<file path="config.mk">
export PLATFORM = sky130hd
export DESIGN_NAME = spi_slave_dev
export DESIGN_NICKNAME = d
export VERILOG_FILES = /design/src/rtl/spi_slave_dev.sv
export SDC_FILE = /design/constraint.sdc
export NUM_CORES = 1
export LEC_CHECK = 0
export BUFFER_PORTS_ARGS = -buffer_cell sky130_fd_sc_hd__buf_2
export CORE_MARGIN = 2
export CORE_UTILIZATION = 45
export DETAILED_ROUTE_END_ITERATION = 10
export HOLD_SLACK_MARGIN = 0.05
export PLACE_DENSITY_LB_ADDON = 0.05
export SLEW_MARGIN = 0
export SYNTH_ARGS = -nofsm -noshare
export SYNTH_HDL_FRONTEND = slang
export SYNTH_SLANG_ARGS = --single-unit
</file>
<file path="constraint.sdc">
create_clock -name clk -period 4.5 [get_ports clk]
set_input_delay 0.9 -clock clk [delete_from_list [all_inputs] [get_ports clk]]
set_output_delay 0.9 -clock clk [all_outputs]
set_load 0.01 [all_outputs]
</file>
<file path="src/rtl/spi_slave_dev.sv">
// spi_slave_dev: oversampled SPI slave with RX FIFO and TX holding register.
// Define SPI_SLV_ECHO_EN to echo the last received byte when no TX byte is loaded.
module spi_slave_dev #(
  parameter int         RX_DEPTH = 4,
  parameter bit         CPOL     = 1'b0,
  parameter bit         CPHA     = 1'b0,
  parameter logic [7:0] TX_IDLE  = 8'hFF
) (
  input  logic       clk,
  input  logic       rst_n,
  input  logic       sck,
  input  logic       ss_n,
  input  logic       mosi,
  output logic       miso,
  output logic [7:0] rx_data,
  output logic       rx_valid,
  input  logic       rx_ready,
  input  logic [7:0] tx_data,
  input  logic       tx_valid,
  output logic       tx_ready,
  output logic       rx_overflow,
  output logic       tx_underrun,
  output logic       frame_err,
  input  logic       clr_status
);
  localparam int AW = $clog2(RX_DEPTH);
`ifdef SPI_SLV_ECHO_EN
  localparam bit ECHO = 1'b1;
`else
  localparam bit ECHO = 1'b0;
`endif
  typedef enum logic [1:0] {IDLE, LOAD, SHIFT} state_t;
  state_t state;
  logic [1:0] sck_s, ss_s, mosi_s;
  logic sck_q, lead, trail, smp, shf;
  logic [7:0] tx_reg, shift_tx, shift_rx, rx_byte, last_rx, nb, rx_next;
  logic tx_full, have_rx, fresh, pend, pend_src, byte_done;
  logic [2:0] bitcnt;
  logic [AW:0] wp, rp;
  logic [7:0] mem [RX_DEPTH];
  logic full, empty, pop, push;

  always_comb begin
    lead = (sck_q == CPOL) && (sck_s[1] != CPOL);
    trail = (sck_q != CPOL) && (sck_s[1] == CPOL);
    smp = CPHA ? trail : lead;
    shf = CPHA ? lead : trail;
    nb = tx_full ? tx_reg : (ECHO && have_rx) ? last_rx : TX_IDLE;
    rx_next = {shift_rx[6:0], mosi_s[1]};
  end

  // In mode CPHA=0 the next byte's MSB must be on miso before the byte starts, so
  // it is peeked early and only committed (consume/underrun) on its first sample.
  always_ff @(posedge clk or negedge rst_n)
    if (!rst_n) begin
      state <= IDLE;
      sck_s <= {2{CPOL}};
      ss_s <= 2'b11;
      mosi_s <= '0;
      sck_q <= CPOL;
      miso <= 1'b1;
      tx_reg <= '0;
      shift_tx <= '0;
      shift_rx <= '0;
      rx_byte <= '0;
      last_rx <= '0;
      tx_full <= 1'b0;
      have_rx <= 1'b0;
      fresh <= 1'b0;
      pend <= 1'b0;
      pend_src <= 1'b0;
      byte_done <= 1'b0;
      bitcnt <= '0;
      tx_underrun <= 1'b0;
      frame_err <= 1'b0;
    end else begin
      sck_s <= {sck_s[0], sck};
      ss_s <= {ss_s[0], ss_n};
      mosi_s <= {mosi_s[0], mosi};
      sck_q <= sck_s[1];
      byte_done <= 1'b0;
      case (state)
        IDLE: begin
          miso <= 1'b1;
          bitcnt <= '0;
          pend <= 1'b0;
          if (!ss_s[1]) state <= LOAD;
        end
        LOAD: begin
          state <= SHIFT;
          fresh <= 1'b1;
          shift_tx <= CPHA ? nb : {nb[6:0], 1'b0};
          if (!CPHA) miso <= nb[7];
          if (tx_full) tx_full <= 1'b0;
          else if (!ECHO) tx_underrun <= 1'b1;
        end
        SHIFT:
          if (ss_s[1]) begin
            state <= IDLE;
            miso <= 1'b1;
            bitcnt <= '0;
            pend <= 1'b0;
            if (bitcnt != '0) frame_err <= 1'b1;
          end else if (smp) begin
            shift_rx <= rx_next;
            bitcnt <= bitcnt + 3'd1;
            if (bitcnt == 3'd7) begin
              byte_done <= 1'b1;
              rx_byte <= rx_next;
              last_rx <= rx_next;
              have_rx <= 1'b1;
            end
            if (pend) begin
              pend <= 1'b0;
              if (pend_src) tx_full <= 1'b0;
              else if (!ECHO) tx_underrun <= 1'b1;
            end
          end else if (shf) begin
            fresh <= 1'b0;
            if (bitcnt == '0 && !fresh) begin
              shift_tx <= {nb[6:0], 1'b0};
              miso <= nb[7];
              if (!CPHA) begin
                pend <= 1'b1;
                pend_src <= tx_full;
              end else if (tx_full) tx_full <= 1'b0;
              else if (!ECHO) tx_underrun <= 1'b1;
            end else begin
              miso <= shift_tx[7];
              shift_tx <= {shift_tx[6:0], 1'b0};
            end
          end
        default: state <= IDLE;
      endcase
      if (tx_valid && !tx_full) begin
        tx_reg <= tx_data;
        tx_full <= 1'b1;
      end
      if (clr_status) begin
        tx_underrun <= 1'b0;
        frame_err <= 1'b0;
      end
    end

  always_comb begin
    empty = wp == rp;
    full = (wp[AW] != rp[AW]) && (wp[AW-1:0] == rp[AW-1:0]);
    pop = !empty && rx_ready;
    push = byte_done && (!full || pop);
  end

  always_ff @(posedge clk or negedge rst_n)
    if (!rst_n) begin
      wp <= '0;
      rp <= '0;
      rx_overflow <= 1'b0;
      for (int i = 0; i < RX_DEPTH; i++) mem[i] <= '0;
    end else begin
      if (push) begin
        mem[wp[AW-1:0]] <= rx_byte;
        wp <= wp + (AW+1)'(1);
      end
      if (pop) rp <= rp + (AW+1)'(1);
      if (byte_done && full && !pop) rx_overflow <= 1'b1;
      if (clr_status) rx_overflow <= 1'b0;
    end

  assign rx_valid = !empty;
  assign rx_data = mem[rp[AW-1:0]];
  assign tx_ready = !tx_full;
endmodule

</file>
======== Word-level counts from Yosys, hierarchy flattened ========
Cells that the tools add are included.
storage, ports and cells
  register bits ........................... 90
  input port bits ......................... 16
  output and inout bits ................... 14
  word-level logic and storage cells ...... 156
operators by class
  add/sub/neg operators ................... 3
  order comparisons ....................... 3
  equal/unequal tests ..................... 25
  mux-type cells .......................... 55
  bitwise operators ....................... 6
  reductions and logical operators ........ 39
operators with widths
  kind                                          number
  2-to-1 mux 8 bit                              8
  != test 3 bit (second input constant)         12
  bitwise mux 32 bit                            1
  2-to-1 mux 1 bit                              32
  binary-select mux 8 bit (select 2 bit)        1
  demux 8 bit (select 2 bit)                    1
  one-hot mux 8 bit (2 select lines)            1
  AND reduction 3 bit                           4
  nonzero test 2 bit                            6
  nonzero test 3 bit                            4
  logical AND 1 bit                             10
  != test 2 bit (second input constant)         5
  AND reduction 5 bit                           2
  adder 3 x 1 -> 3 bit (second input constant)  3
  != test 4 bit (second input constant)         2
  one-hot mux 1 bit (2 select lines)            4
  AND reduction 4 bit                           2
  >= comparator 3 bit (second input constant)   2
  2-to-1 mux 3 bit                              2
  inverter 2 -> 3 bit                           2
  one-hot mux 2 bit (3 select lines)            1
  one-hot mux 3 bit (2 select lines)            1
  AND reduction 6 bit                           1
  logical NOT 1 bit                             5
  other kinds (14)                              19

======== Logic depth before layout (Yosys ltp) ========
Gate-level depths: netlist of run 1.
  word-level depth ........................ 7
  depth in mapped cells ................... 7
  mapped depth without buffers ............ 6

======== Least setup slack after synthesis of run 1 ========
No wires, ideal clock.
  path type ............................... reg2out
  start ................................... register rp[0]
  end ..................................... output rx_data[0]
  arrival time ............................ 1,145 ps
  required time ........................... 3,600 ps
  path slack .............................. 2,455 ps
  stages on the path, launching flop included .. 3
  path buffers ............................ 1
  path through ............................ dfrtp_1 -> buf_6 -> mux4_1
between the ends
  cells in the longest elaborated chain, start to end .. 4
RTL lines
  item                                                 line  source
  start, declared                                      39    logic [AW:0] wp, rp;
  start signal, assigned                               163   if (pop) rp <= rp + (AW+1)'(1);
  inverter 2 -> 3 bit (not written as such)            169   assign rx_data = mem[rp[AW-1:0]];
  binary-select mux 8 bit (select 2 bit)               169
  2-to-1 mux 8 bit (not written as such) (2 in a row)  169
  end, declared                                        15    output logic [7:0] rx_data,
No other way between the ends. The select of a mux whose other input is x is not followed.

======== Final worst setup path of run 1 ========
  start ................................... register rp[0]
  end ..................................... output rx_data[4]
The elaborated chain is that of the path after synthesis.

==> impl_metrics.json, run 1 <==
{
  "syn2layout_area_growth_pct": 11.2,
  "rsz0062_at_grt": "false",
  "yosysTopAreaCellShare_pct": 54.2,
  "clk_pin_slew_ns": 0.09,
  "drc": 0,
  "status": "completed",
  "hold_class": "reg2reg",
  "crit_path_start_kind": "flip-flop",
  "fmax_ghz": 0.346,
  "clk_path_buf_depth": 2,
  "layout_commonest_cell": "dfrtp_1",
  "internal_power_w": 0.00141,
  "switching_share_pct": 31.4,
  "die_area_um2": 9600,
  "grt_pass1_vias": 2423,
  "final_nets": 347,
  "synth_edf_count": 0,
  "layout_min_cycle_time_ns": 2.89,
  "antenna_found_initial": 0,
  "p_sw_w": 0.000645,
  "hpwlAfterDp_mm": 4.68,
  "grt_overflow": 0,
  "rows": 34,
  "top_usage_layer": "met2",
  "ys_ff_latch": 89,
  "tns_ns": 0,
  "cts-resized-gates": 0,
  "die_x_um": 98.0,
  "hold_violations": 0,
  "critical_path_buf_inv_count": 1,
  "p_leak_nw": 2.17,
  "combPwrFrac_pct": 22.7,
  "syn_area_per_cell_um2": 13.8,
  "syn-num-nets": 314,
  "yosysTopAreaCell": "dfrtp_1",
  "route.vias.total": 2267,
  "via_per_inst": 5.24,
  "use_met2_pct": 25.8,
  "cts.sink_count": 89,
  "p_per_area_nw_per_um2": 464,
  "slew_viol_final": 0,
  "htree_levels": 3,
  "wire_per_inst_um": 16.1,
  "core-area_um2": 8640,
  "io_buffers": 29,
  "drt_iter0_markers": 69,
  "tightest_slew_ns": 1.11,
  "yosysSeqAreaShare_pct": 56.2,
  "synth-async-reset-ratio_pct": 100,
  "p_clk_share_pct": 27.4,
  "synth_area_leaders": "dfrtp_1 (54%), mux2_2 (16%), mux4_1 (4.6%), ha_1 (3.5%), dfstp_2 (2.0%)",
  "crit_required_ns": 3.60,
  "critical_path_class": "reg2out",
  "largest_register_ffs": 32,
  "grt_first_pass_wirelength_mm": 12.1,
  "clock_latency_ns": 0.36,
  "die_h_um": 98.0,
  "postCtsSetupRepairBufs": 0,
  "layout-drive-gt1-share_pct": 36.3,
  "grt_max_degree": 61,
  "crit_fanout": 12,
  "io_pins": 30,
  "critPathTopFamily": "flip-flops",
  "drv_cap": 0,
  "ys_types": 40,
  "arrival_ns": 1.99,
  "fill_cells": 774,
  "seqCellArea_um2": 2230,
  "use_met1_pct": 21.5,
  "syn_inst": 287,
  "mostFrequentLayoutCells": "dfrtp_1 (86), mux2_2 (57), buf_2 (28)",
  "critPathSlowestCell": "dfrtp_1",
  "wl_mm": 6.96,
  "fin_area_um2": 4420,
  "use_met3_pct": 5.23,
  "skew_ns": 0.0115,
  "syn_area_um2": 3970,
  "relSlewSlack_pct": 25.7,
  "cts_tree": "done",
  "ant_nets": 0,
  "antenna_cells": 0,
  "initial_core_util_pct": 46.0,
  "cts-buffers-inserted": 9,
  "power_frac_seq_pct": 49.9,
  "ir_drop_mv": 0.199,
  "multi_input_area_um2": 1650,
  "cts-root-buf": "clkbuf_8",
  "ys_warn_count": 0,
  "fin_crit_sh_pct": 64.2,
  "placedInstanceArea_um2": 4220,
  "grt_usage_pct": 16.2,
  "worstPathCellList": "mux4_1 -> buf_2",
  "setup_viol": 0,
  "postCtsHoldBufs": 0,
  "cp-end-kind": "primary output",
  "critical_path.max_stage_delay_ns": 0.82,
  "firstDrtPassIters": 4,
  "gp_congestion": 0.753,
  "yosys_most_used_dff": "dfrtp_1"
}
-- cell type report --
class,count,area share [%]
repair buffers,30,3.51
clock buffers,10,2.89
flip-flops and latches,89,50.5
inverters,13,1.10
clock inverters,6,1.64
multi-input cells,177,37.3
well taps,108,3.06
-- per-stage QoR --
step	std cells	total power, W	setup WS (ns)	hold slack [ns]	util, %
after global placement	417	0.00150	1.88	0.334	48.8
after CTS	433	0.00209	1.60	0.360	51.1
after detailed placement	417	0.00151	1.79	0.336	48.8
after global routing	433	0.00220	1.50	0.369	51.1
after floorplan	287	0.00138	2.45	0.331	-
final	433	0.00205	1.61	0.355	51.1
-- logic make-up (layout without fill, tap and decap cells) --
| family | after synthesis | after routing | share of synthesized area, % |
|---|---|---|---|
| simple gates | 60 | 60 | 8.98 |
| compound gates | 31 | 31 | 4.82 |
| xor+xnor | 8 | 8 | 2.33 |
| flops | 89 | 89 | 56.2 |
| buf+inv | 21 | 59 | 2.39 |
| fa+ha+maj | 11 | 11 | 3.46 |
| mux | 67 | 67 | 21.9 |
-- worst register-to-register path: stages (launching register included) --
cell     delay, ns
dfrtp_1       0.42
inv_1         0.09
ha_1          0.40
nor2b_4       0.28
nor3b_2       0.75
nand2_2       0.32
mux2_2        0.35
-- power by group through the flow --
stage | Combinational, W | Clock, W | Sequential (W)
after detailed placement | 0.000473 | 0 | 0.00104
after floorplan | 0.000381 | 0 | 0.00100
after global routing | 0.000541 | 0.000618 | 0.00105
final | 0.000465 | 0.000562 | 0.00102
after global placement | 0.000462 | 0 | 0.00104
after CTS | 0.000474 | 0.000587 | 0.00102
-- final timing paths --
path                           start  cells after the start    endpoint  slack (ns)
setup / recovery               rp[0]                      2  rx_data[4]        1.61
hold / removal             mosi_s[0]                      0   mosi_s[1]        0.36
setup reg to reg            state[0]                      6  rx_byte[6]        1.79
hold reg to reg            mosi_s[0]                      0   mosi_s[1]        0.36
max in group asynchronous      rst_n                      2     ss_s[0]        3.00
min in group asynchronous      rst_n                      1       wp[0]        0.60
-- cell usage after synthesis, types with 6 or more instances --
cell,count
nor3_1,8
nand2_1,21
nor2_1,13
a21oi_1,8
o31ai_1,6
inv_1,12
o21ai_0,9
mux4_1,7
dfrtp_1,86
mux2_2,57
ha_1,11
-- per-layer routing --
layer | share of wire [%] | up-vias
met4 | 1.1 | 0
met3 | 3.8 | 6
met1 | 48 | 1143
met5 | 0 | -
li1 | - | 1089
met2 | 47 | 29
No activity file was read; power rests on OpenSTA's default activity.
==> run 2: changes to the inputs <==
Settings changed: ABC_AREA set to 1.
Clock period 4.5 ns to 2.61 ns, I/O delays scaled along.
==> impl_metrics.json, run 2 <==
{
  "cts_tree": "done",
  "critical_path_class": "reg2out",
  "yosys_most_used_dff": "dfrtp_1",
  "synth-async-reset-ratio_pct": 100,
  "grt_max_degree": 54,
  "combPwrFrac_pct": 28.3,
  "tightest_slew_ns": 0.675,
  "die_x_um": 100,
  "p_leak_nw": 2.38,
  "setup_viol": 0,
  "syn_area_per_cell_um2": 8.78,
  "arrival_ns": 1.66,
  "critical_path_buf_inv_count": 2,
  "power_frac_seq_pct": 45.7,
  "p_clk_share_pct": 26.0,
  "post-place-ws_ns": 0.792,
  "layout_commonest_cell": "nand2_1",
  "status": "completed",
  "rrSetupSlack_ns": 0.76,
  "gp_congestion": 0.811,
  "yosysTopAreaCellShare_pct": 51.6,
  "fin_crit_sh_pct": 83.5,
  "critPathTopFamily": "flip-flops",
  "cts-root-buf": "clkbuf_8",
  "final_nets": 526,
  "synth_common_cells": "nand2_1 (150), dfrtp_1 (86), nor2_1 (43)",
  "final_core_util_pct": 50.2,
  "ir_drop_mv": 0.401,
  "placed_cells": 599,
  "hpwlAfterDp_mm": 5.83,
  "critical_path.max_stage_delay_ns": 0.59,
  "slew_viol_final": 0,
  "grt_overflow": 0,
  "largest_register_ffs": 32,
  "r2r_start": "rp[1]",
  "crit_fanout": 12,
  "fin_cells": 615,
  "firstDrtPassIters": 4,
  "skew_ns": 0.0133,
  "via_per_inst": 5.01,
  "die_area_um2": 10100,
  "yosysSeqAreaShare_pct": 53.5,
  "mostFrequentLayoutCells": "nand2_1 (150), dfrtp_1 (86), nor2_1 (43)",
  "grt_usage_pct": 17.9,
  "cp-end-kind": "primary output",
  "wire_per_inst_um": 13.3,
  "rsz0062_at_grt": "false",
  "grt_first_pass_wirelength_mm": 14.4,
  "hold_violations": 0,
  "yosysTopAreaCell": "dfrtp_1",
  "relSlewSlack_pct": 55.0,
  "cts-resized-gates": 0,
  "cp.depth": 6,
  "drt_iter0_markers": 184,
  "die_h_um": 100,
  "use_met3_pct": 3.34,
  "tns_ns": 0,
  "antenna_found_initial": 0,
  "ys_ff_latch": 89,
  "postCtsHoldBufs": 0,
  "syn_inst": 475,
  "p_per_area_nw_per_um2": 822,
  "drc": 0,
  "ff2ff_path_depth": 8,
  "io_pins": 30,
  "clk_pin_slew_ns": 0.09,
  "clk_path_buf_depth": 2,
  "drv_cap": 0,
  "layout-drive-gt1-share_pct": 16.5,
  "hold_class": "in2async",
  "syn-num-nets": 502,
  "fmax_ghz": 0.459,
  "worstPathCellList": "inv_2 -> nand2_1 -> nand2_2 -> nor2_4 -> nand2_1 -> buf_2",
  "cp_common_cell": "nand2_1",
  "io_buffers": 29,
  "crit_required_ns": 2.09,
  "cts.sink_count": 89,
  "r2r-end": "mem[20]",
  "p_sw_w": 0.00128,
  "rows": 35,
  "internal_power_w": 0.00247,
  "top_usage_layer": "met2",
  "synth_area_leaders": "dfrtp_1 (52%), nand2_1 (14%), nand4_1 (5.1%), o21ai_0 (4.2%), nor2_1 (3.9%)",
  "synth_edf_count": 0,
  "ys_types": 32,
  "synthMostInstantiatedCell": "nand2_1",
  "cts-buffers-inserted": 9,
  "initial_core_util_pct": 45.8,
  "htree_levels": 3,
  "switching_share_pct": 34.2,
  "use_met2_pct": 27.5,
  "wl_mm": 8.21,
  "syn_area_um2": 4170,
  "grt_pass1_vias": 2912,
  "setup_slack_ns": 0.430,
  "use_met1_pct": 25.4,
  "route.vias.total": 3082,
  "core-area_um2": 9110,
  "ys_warn_count": 0,
  "syn2layout_area_growth_pct": 9.69,
  "crit_path_start_kind": "flip-flop",
  "antenna_cells": 0,
  "critPathSlowestCell": "dfrtp_1",
  "postCtsSetupRepairBufs": 0,
  "ant_nets": 0,
  "clock_latency_ns": 0.35,
  "layout_min_cycle_time_ns": 2.18
}
==> run 2: cell count changes after synthesis, sizes merged, moves of 8 or more <==
cell / change
o21ai: +34
mux2: -51
buf: +9
inv: +19
nand2: +136
o22ai: +8
nand4: +32
nor2: +33
mux4: -8
nand3: +9
==> run 2: routing by layer <==
metal / part of all wire (%) / routed length [um]
met1: 50 / 4130
met2: 46 / 3760
met3: 2.6 / 211
met4: 1.2 / 102
met5: 0 / 0
==> run 2: worst max path at each step <==
stage | startpoint | to | slack [ns]
detailed placement | rp[1] | mem[20] | 0.79
finish | rp[1] | rx_valid | 0.43
global route | rp[1] | rx_valid | 0.26
floorplan | rp[0] | rx_data[6] | 0.92
global placement | rp[1] | rx_valid | 0.84
CTS | rp[1] | rx_valid | 0.40
==> run 2: power groups by stage <==
stage / clock network (W) / logic, W / registers (W)
2_1_floorplan: 0 / 0.000811 / 0.00172
3_3_place_gp: 0 / 0.00106 / 0.00174
3_5_place_dp: 0 / 0.00108 / 0.00175
4_1_cts: 0.00101 / 0.00108 / 0.00172
5_1_grt: 0.00107 / 0.00124 / 0.00175
6_report: 0.000977 / 0.00106 / 0.00172
==> run 2: logic make-up (layout without fill, tap and decap cells) <==
group / Yosys count / in the layout / synth area share [%]
AOI/OAI and AO/OA: 61 / 61 / 8.28
xor gates and xnor gates: 1 / 1 / 0.210
adders and majority gates: 11 / 11 / 3.30
buffers and inverters: 54 / 83 / 6.45
DFF: 89 / 89 / 53.5
muxes: 6 / 6 / 1.62
and+or+nand+nor: 253 / 253 / 26.6
==> run 2: worst register-to-register path, stage by stage (launching register included) <==
cell     delay, ns
dfrtp_1       0.53
inv_2         0.19
nand2_1       0.08
nand2_2       0.08
nor2_4        0.05
nand2_4       0.23
nand3_1       0.34
nand2_1       0.17
nand2_1       0.07
==> run 2: through the flow <==
stage	total power, W	hold slack, ns	instance area (um2)
2_1_floorplan	0.00254	0.226	4170
3_3_place_gp	0.00281	0.332	4370
3_5_place_dp	0.00283	0.336	4370
4_1_cts	0.00382	0.221	4570
5_1_grt	0.00406	0.223	4570
6_report	0.00376	0.201	4570
==> run 2: layout make-up <==
cell class                 count  area (um2)
sequential                    89        2230
clock inverter                 5        62.6
fill                         886        4530
inverter                      32         125
timing repair buffer          35         205
clock buffer                  11         141
multi-input combinational    332        1670
tap                          111         139
